$ cat config.mk
export PLATFORM = sky130hd
export DESIGN_NAME = uart_tx_slave
export DESIGN_NICKNAME = d
export VERILOG_FILES = /design/src/rtl/uart_tx_slave.sv
export SDC_FILE = /design/constraint.sdc
export NUM_CORES = 1
export LEC_CHECK = 0
export CORE_MARGIN = 3
export CORE_UTILIZATION = 38
export CTS_BUF_LIST = sky130_fd_sc_hd__clkbuf_16
export DETAILED_ROUTE_END_ITERATION = 8
export PLACE_DENSITY = 0.88
export SKIP_LAST_GASP = 1
export SLEW_MARGIN = 20
export SYNTH_ARGS = -nofsm -noshare
export SYNTH_HDL_FRONTEND = slang
export SYNTH_SLANG_ARGS = --single-unit
$ cat constraint.sdc
create_clock -name clock -period 2.1 [get_ports clock]
set_clock_uncertainty 0.2 [all_clocks]
set_input_delay 0.63 -clock clock [delete_from_list [all_inputs] [get_ports clock]]
set_output_delay 0.63 -clock clock [all_outputs]
set_load 0.005 [all_outputs]
$ cat src/rtl/uart_tx_slave.sv
// Memory-mapped 8N1 UART transmitter on the IO slave port.
// CPU writes land in a small TX FIFO that a bit-timed serializer drains onto uartTransmit.
module uart_tx_slave #(
    parameter int CLOCKS_PER_BIT = 16,
    parameter int FIFO_DEPTH     = 4
) (
    input  logic        clock,
    input  logic        resetActiveHigh,
    input  logic [31:0] ioAxiWriteAddress,
    input  logic        ioAxiWriteValid,
    output logic        ioAxiWriteReady,
    input  logic [31:0] ioAxiWriteData,
    input  logic        ioAxiWriteValidData,
    output logic        ioAxiWriteReadyData,
    input  logic [31:0] ioAxiReadAddress,
    input  logic        ioAxiReadValid,
    output logic        ioAxiReadReady,
    output logic [31:0] ioAxiReadData,
    output logic        ioAxiReadValidData,
    input  logic        ioAxiReadReadyData,
    output logic        uartTransmit
);

    localparam int ADDR_W  = $clog2(FIFO_DEPTH);
    localparam int TIMER_W = $clog2(CLOCKS_PER_BIT);

    localparam logic [1:0] STATE_IDLE  = 2'd0;
    localparam logic [1:0] STATE_START = 2'd1;
    localparam logic [1:0] STATE_DATA  = 2'd2;
    localparam logic [1:0] STATE_STOP  = 2'd3;

    localparam logic [TIMER_W-1:0] TIMER_LAST = TIMER_W'(CLOCKS_PER_BIT - 1);

    localparam logic [1:0] REG_TXDATA = 2'd0;
    localparam logic [1:0] REG_STATUS = 2'd1;

    logic [1:0]         state;
    logic [TIMER_W-1:0] bitTimer;
    logic [2:0]         bitIndex;
    logic [7:0]         shiftReg;
    logic               txLine;

    logic [7:0]         fifoMem [FIFO_DEPTH];
    logic [ADDR_W:0]    writePtr;
    logic [ADDR_W:0]    readPtr;
    logic               fifoFull;
    logic               fifoEmpty;
    logic               overflow;

    logic               writeFire;
    logic               pushRequest;
    logic               pushAccepted;
    logic               popFifo;
    logic               bitDone;
    logic               busy;
    logic [31:0]        statusValue;
    logic [31:0]        readValue;
    logic               readValidReg;
    logic [31:0]        readDataReg;
    logic               unusedAddressBits;

    assign writeFire           = ioAxiWriteValid & ioAxiWriteValidData;
    assign ioAxiWriteReady     = writeFire;
    assign ioAxiWriteReadyData = writeFire;

    assign pushRequest = writeFire && (ioAxiWriteAddress[3:2] == REG_TXDATA);
    assign fifoEmpty   = (writePtr == readPtr);
    assign fifoFull    = (writePtr[ADDR_W] != readPtr[ADDR_W]) &&
                         (writePtr[ADDR_W-1:0] == readPtr[ADDR_W-1:0]);
    assign bitDone     = (bitTimer == TIMER_LAST);

    // Pops happen from IDLE or on the last stop-bit cycle, which keeps queued frames contiguous.
    assign popFifo      = !fifoEmpty && ((state == STATE_IDLE) || ((state == STATE_STOP) && bitDone));
    assign pushAccepted = pushRequest && (!fifoFull || popFifo);

    assign busy        = (state != STATE_IDLE) || !fifoEmpty;
    assign statusValue = {28'd0, overflow, busy, fifoEmpty, fifoFull};

    always_comb begin
        readValue = '0;
        if (ioAxiReadAddress[3:2] == REG_STATUS) begin
            readValue = statusValue;
        end
    end

    assign unusedAddressBits = ^{ioAxiWriteAddress[31:4], ioAxiWriteAddress[1:0],
                                 ioAxiWriteData[31:8], ioAxiReadAddress[31:4],
                                 ioAxiReadAddress[1:0]};

    // A push into a full FIFO during a pop overwrites the slot being read out this same edge.
    always_ff @(posedge clock) begin
        if (pushAccepted) begin
            fifoMem[writePtr[ADDR_W-1:0]] <= ioAxiWriteData[7:0];
        end
    end

    always_ff @(posedge clock or posedge resetActiveHigh) begin
        if (resetActiveHigh) begin
            writePtr <= '0;
            readPtr  <= '0;
        end else begin
            if (pushAccepted) begin
                writePtr <= writePtr + 1'b1;
            end
            if (popFifo) begin
                readPtr <= readPtr + 1'b1;
            end
        end
    end

    always_ff @(posedge clock or posedge resetActiveHigh) begin
        if (resetActiveHigh) begin
            overflow <= 1'b0;
        end else if (pushRequest && fifoFull && !popFifo) begin
            overflow <= 1'b1;
        end else if (writeFire && (ioAxiWriteAddress[3:2] == REG_STATUS) && ioAxiWriteData[3]) begin
            overflow <= 1'b0;
        end
    end

    always_ff @(posedge clock or posedge resetActiveHigh) begin
        if (resetActiveHigh) begin
            state    <= STATE_IDLE;
            bitTimer <= '0;
            bitIndex <= '0;
            shiftReg <= '0;
            txLine   <= 1'b1;
        end else begin
            case (state)
                STATE_IDLE: begin
                    if (popFifo) begin
                        shiftReg <= fifoMem[readPtr[ADDR_W-1:0]];
                        bitTimer <= '0;
                        txLine   <= 1'b0;
                        state    <= STATE_START;
                    end
                end
                STATE_START: begin
                    if (bitDone) begin
                        bitTimer <= '0;
                        bitIndex <= '0;
                        txLine   <= shiftReg[0];
                        state    <= STATE_DATA;
                    end else begin
                        bitTimer <= bitTimer + 1'b1;
                    end
                end
                STATE_DATA: begin
                    if (bitDone) begin
                        bitTimer <= '0;
                        if (bitIndex == 3'd7) begin
                            txLine <= 1'b1;
                            state  <= STATE_STOP;
                        end else begin
                            bitIndex <= bitIndex + 1'b1;
                            shiftReg <= {1'b0, shiftReg[7:1]};
                            txLine   <= shiftReg[1];
                        end
                    end else begin
                        bitTimer <= bitTimer + 1'b1;
                    end
                end
                STATE_STOP: begin
                    if (bitDone) begin
                        bitTimer <= '0;
                        if (popFifo) begin
                            shiftReg <= fifoMem[readPtr[ADDR_W-1:0]];
                            txLine   <= 1'b0;
                            state    <= STATE_START;
                        end else begin
                            txLine <= 1'b1;
                            state  <= STATE_IDLE;
                        end
                    end else begin
                        bitTimer <= bitTimer + 1'b1;
                    end
                end
                default: begin
                    txLine <= 1'b1;
                    state  <= STATE_IDLE;
                end
            endcase
        end
    end

    assign uartTransmit = txLine;

    always_ff @(posedge clock or posedge resetActiveHigh) begin
        if (resetActiveHigh) begin
            readValidReg <= 1'b0;
            readDataReg  <= '0;
        end else if (!readValidReg) begin
            if (ioAxiReadValid) begin
                readValidReg <= 1'b1;
                readDataReg  <= readValue;
            end
        end else if (ioAxiReadReadyData) begin
            readValidReg <= 1'b0;
        end
    end

    assign ioAxiReadReady     = !readValidReg;
    assign ioAxiReadValidData = readValidReg;
    assign ioAxiReadData      = readDataReg;

endmodule
Word-level counts from Yosys, hierarchy flattened
Memories as Yosys holds them, arrays and structs flattened.
Index checks and enable logic that the tools add are counted.
Operators by class
  multiplexer cells: 34
  reduce and logical (&&, ||, !) cells: 28
  add/subtract/negate cells: 4
  equal/unequal tests: 16
  bitwise logic cells: 2
Operator list (number)
  $mux 8: 4
  $pmux 8 s3: 1
  $mux 1: 14
  $mux 4: 3
  $ne 2x2->1 const B: 6
  $reduce_and 4->1: 3
  $mux 2: 5
  $add 3x1->3 const B: 3
  $logic_and 1x1->1: 9
  $mux 3: 3
  $pmux 2 s4: 1
  $pmux 4 s2: 1
  $eq 2x1->1 const B: 3
  $pmux 3 s2: 1
  $reduce_bool 2->1: 3
  $reduce_and 5->1: 1
  $add 4x1->4 const B: 1
  $eq 2x2->1 const B: 2
  $eq 4x4->1 const B: 1
  $logic_not 1->1: 4
  $logic_not 2->1: 2
  $pmux 1 s4: 1
  $eq 3x3->1: 1
  $eq 3x3->1 const B: 1
  other kinds (8): 10
Storage, ports and cells
  bits of input ports: 102
  memories kept: 1
  flip-flop bits (word level): 58
  logic and storage cells: 95
  bits in writable memories: 32
Memories
  fifoMem: words 4, width 8, rd ports 1, clocked after Yosys merged registers in 0, write ports 1, RTL line 43  | logic [7:0] fifoMem [FIFO_DEPTH];

Longest topological paths before layout
  depth in word-level cells: 8
  gate-level depth with buffers: 7
  gate-level depth less buffers: 6

Least setup slack after synthesis
OpenSTA, ideal clock, no wires.
  path type: flip-flop to flip-flop
  from: register state[0]
  to: register shiftReg[0]
  setup time: 0.125 ns
  period minus slack after synthesis: 2.249 ns
  cell stages (with the launch flop): 8
  arrival time: 1.925 ns
  slack: -0.149 ns
  path through: dfrtp_1 inv_1 ha_1 buf_2 nor3b_1 o32ai_1 a221oi_4 mux2_2
Between the ends
  longest elaborated chain between the ends: 7
  elaborated cells between the ends (all ways): 14
  those cells by class: 5 x eq/ne; 3 x mux; 6 x reduce/logical
Ends and longest elaborated chain
  start, declared: RTL line 37  | logic [1:0] state;
  start signal, assigned: RTL line 123  | state <= STATE_IDLE;
  start signal, assigned: RTL line 135  | state <= STATE_START;
  start signal, assigned: RTL line 143  | state <= STATE_DATA;
  $eq 2x2->1: RTL line 73, 129
  $logic_and 1x1->1: RTL line 73  | assign popFifo = !fifoEmpty && ((state == STATE_IDLE) || ((state == STATE_STOP) && bitDone));
  $logic_or 1x1->1: RTL line 73
  $logic_and 1x1->1: RTL line 73
  $mux 8 (2 in series)
  $pmux 8 s3: RTL line 129  | case (state)
  end signal, assigned: RTL line 132  | shiftReg <= fifoMem[readPtr[ADDR_W-1:0]];
  end signal, assigned: RTL line 156  | shiftReg <= {1'b0, shiftReg[7:1]};
  end signal, assigned: RTL line 167  | shiftReg <= fifoMem[readPtr[ADDR_W-1:0]];
  end, declared: RTL line 40  | logic [7:0] shiftReg;
Parallel ways exist; a longest one is shown, timed or not. The select of a mux whose other input is x is not followed.
A chain may end at the register's enable or synchronous reset.

Worst setup path in the final report
  from: register bitTimer[1]
  to: register shiftReg[0]
Between the ends
  longest elaborated chain between the ends: 7
  elaborated cells between the ends (all ways): 10
  those cells by class: 3 x eq/ne; 3 x mux; 4 x reduce/logical
Ends and longest elaborated chain
  start, declared: RTL line 38  | logic [TIMER_W-1:0] bitTimer;
  start signal, assigned: RTL line 145  | bitTimer <= bitTimer + 1'b1;
  start signal, assigned: RTL line 160  | bitTimer <= bitTimer + 1'b1;
  start signal, assigned: RTL line 175  | bitTimer <= bitTimer + 1'b1;
  $eq 4x4->1 (*): RTL line 70  | assign bitDone = (bitTimer == TIMER_LAST);
  $logic_and 1x1->1: RTL line 73
  $logic_or 1x1->1: RTL line 73
  $logic_and 1x1->1: RTL line 73
  $mux 8 (2 in series)
  $pmux 8 s3
Every way passes the cells marked *; elsewhere a longest branch is shown, timed or not. The select of a mux whose other input is x is not followed.

==> out/results.txt <==
outcome -> finished with violations
failing checks -> negative setup slack
post-synthesis cell area -> 3110 um2
CP Data Required Time -> 2.11 ns
Post-synth EDFFs -> 32
largest net degree at the start of global routing -> 31
cells after synthesis -> 226
vias -> 1940
sequential-to-total area share from yosys stat -> 0.551
Async S/R FF share, synth -> 0.484
clock slew at reported path FFs -> 0.05 ns
cell row count -> 32
Pwr Density -> 1370 nW/um2
clk buf depth -> 2
CP Capture Type -> register
Worst Setup Start Kind -> register
Final Worst Setup Slack -> -0.0480 ns
# setup viols final -> 23
DRC errors left -> 0
Sw Share -> 0.315
Peak VDD IR -> 807 uV
reg2reg end -> shiftReg[0]
RSZ-0062 raised after global routing -> true
grt ovf -> 0
vias in the first global route -> 1996
Crit Reg-Reg Startpoint -> bitTimer[1]
1st-iter DRT viols -> 97
layout cells sized above 1 -> 0.303
Hold EP -> ioAxiReadData[0]
Switch Pwr -> 0.00174 W
hold_sp -> ioAxiReadData[0]
height of the die -> 96.5 um
MaxCap Viol Count -> 0
Comb power frac -> 0.400
Reg power frac -> 0.322
TritonCTS clock tree -> done
post-DR wirelength/cell -> 15.8 um
initial antenna violation count -> 0
final WL -> 6.18 mm
FF+latch count, synth -> 62
commonest non-fill, non-tap cells in the layout -> 32 x edfxtp_1, 28 x conb_1, 28 x dfrtp_1
core area -> 7850 um2
final hold violations -> 0
Max FO, Critical Path -> 8
Crit Path Class -> register to register
first-pass GRT wire length -> 10.0 mm
path depth of the worst reg2reg path -> 6
Tcrit/Tclk final -> 1.02
Worst-Skew Late Latency -> 0.33 ns
clk sinks -> 62
# fillers -> 631
Util after Layout -> 0.512
ANT cells -> 0
setup TNS -> -0.469 ns
Detailed Routing Iterations Pass 1 -> 4
count of different cell masters after synthesis -> 41
GPL Wtd Cong -> 0.876
HP Class -> register to register
Starting Density -> 0.396
fmax -> 466 MHz
CTS root buf -> clkbuf_16
# IOs -> 139
min cycle time layout -> 2.15 ns
Critical Path AT -> 2.16 ns
total design power -> 0.00552 W
Layout area overhead -> 29.3%
max-slew violation count -> 0
clock power share -> 0.278
DP HPWL -> 4.26 mm
die width -> 96.5 um
antenna-violating nets left -> 0
LEAKAGE -> 1.65 nW
R2R setup slack -> -0.05 ns
port bufs -> 26
Total Routing Usage GR -> 0.147
Avg Inst Size Synth -> 13.8 um2
nets -> 401
main flop type after synthesis -> edfxtp_1
commonest non-fill, non-tap cell in the layout -> edfxtp_1
hold path depth -> 1
yosys warns -> 0
DR vias/cell -> 4.95
Die Area -> 9300 um2
TritonCTS Buffers -> 9
internal power -> 0.00378 W
H-tree depth -> 3
Hold Worst Slack -> 0.305 ns
[power groups by stage]
stage	clock [W]	combinational, W	sequential (W)
6_report	0.00154	0.00221	0.00178
5_1_grt	0.00161	0.00242	0.00181
4_1_cts	0.00156	0.00220	0.00177
3_5_place_dp	0	0.00212	0.00178
3_3_place_gp	0	0.00201	0.00177
2_1_floorplan	0	0.00145	0.00174
[through the flow]
stage / area [um2] / setup slack (ns) / std cells
floorplan: 3270 / -0.0901 / 253
global placement: 3670 / -0.491 / 374
detailed placement: 3670 / -0.557 / 374
CTS: 4010 / -0.0657 / 391
global route: 4020 / -0.123 / 392
finish: 4020 / -0.0480 / 392
[worst max-delay path by stage]
stage | startpoint | endpoint | slack (ns) | cells past startpoint
after floorplan | state[0] | shiftReg[0] | -0.09 | 7
after global placement | ioAxiWriteValid | ioAxiWriteReady | -0.49 | 3
after detailed placement | ioAxiWriteValid | ioAxiWriteReadyData | -0.56 | 3
after CTS | state[1] | shiftReg[0] | -0.07 | 7
after global routing | state[1] | shiftReg[1] | -0.12 | 7
final | bitTimer[1] | shiftReg[0] | -0.05 | 6
[cells by family (layout without fill, tap and decap cells)]
group                      after synthesis  in the layout  synth area share
xor gates and xnor gates                10             10            0.0282
other                                    1             28           0.00121
AOI/OAI and AO/OA                       32             32            0.0805
adders and majority gates               14             14            0.0563
DFF                                     62             62             0.551
buffers and inverters                   44             80            0.0905
and+or+nand+nor                         37             38            0.0692
muxes                                   26             26             0.123
[worst max-delay path, stage by stage, from the launching register on]
cell and delay (ns):
dfrtp_1 0.39, ha_1 0.26, and3_1 0.29, nand2_1 0.12, a221oi_4 0.30, buf_12 0.17, mux2_4 0.30
[flip-flops by register name (all words and copies together), names as in the netlist]
register,count
bitTimer,4
bitIndex,3
shiftReg,8
ioAxiReadData,4
overflow,1
fifoMem,32
readPtr,3
uartTransmit,1
state,2
writePtr,3
ioAxiReadValidData,1
[cell type report]
type                    instances  area [um2]  share of cell area
flip-flops and latches         62        1710               0.426
multi-input cells             148        1300               0.324
repair buffers                 56         533               0.133
clock buffers                   9         225              0.0560
well taps                     102         128              0.0317
clock inverters                 7        88.8              0.0221
inverters                       8        30.0             0.00747
[repair_timing]
action / in CTS / in global routing
gates resized for setup: 20 / 2
hold buffers: 0 / 0
cloned: 0 / 1
setup buffers: 1 / 0
endpoints found under the setup margin: 37 / 44
pin swaps: 1 / 0
[cell usage after synthesis, types with 8 or more instances]
master     n  share of area
a22o_1     8          0.023
buf_4     30          0.072
dfrtp_1   29           0.23
edfxtp_1  32           0.31
ha_1      14          0.056
inv_1      8         0.0097
mux2_2    18          0.065
mux4_2     8          0.058
nand2_1    9          0.011
o21ai_0   11          0.018
[per-layer routing]
metal | GRT usage | wire, um | vias up
met5 | 0 | 0 | -
met3 | 0.0418 | 320 | 17
met1 | 0.175 | 2500 | 942
li1 | - | - | 903
met4 | 0.0724 | 135 | 0
met2 | 0.245 | 3230 | 78
Note: power is estimated with default switching activity, not from simulation.
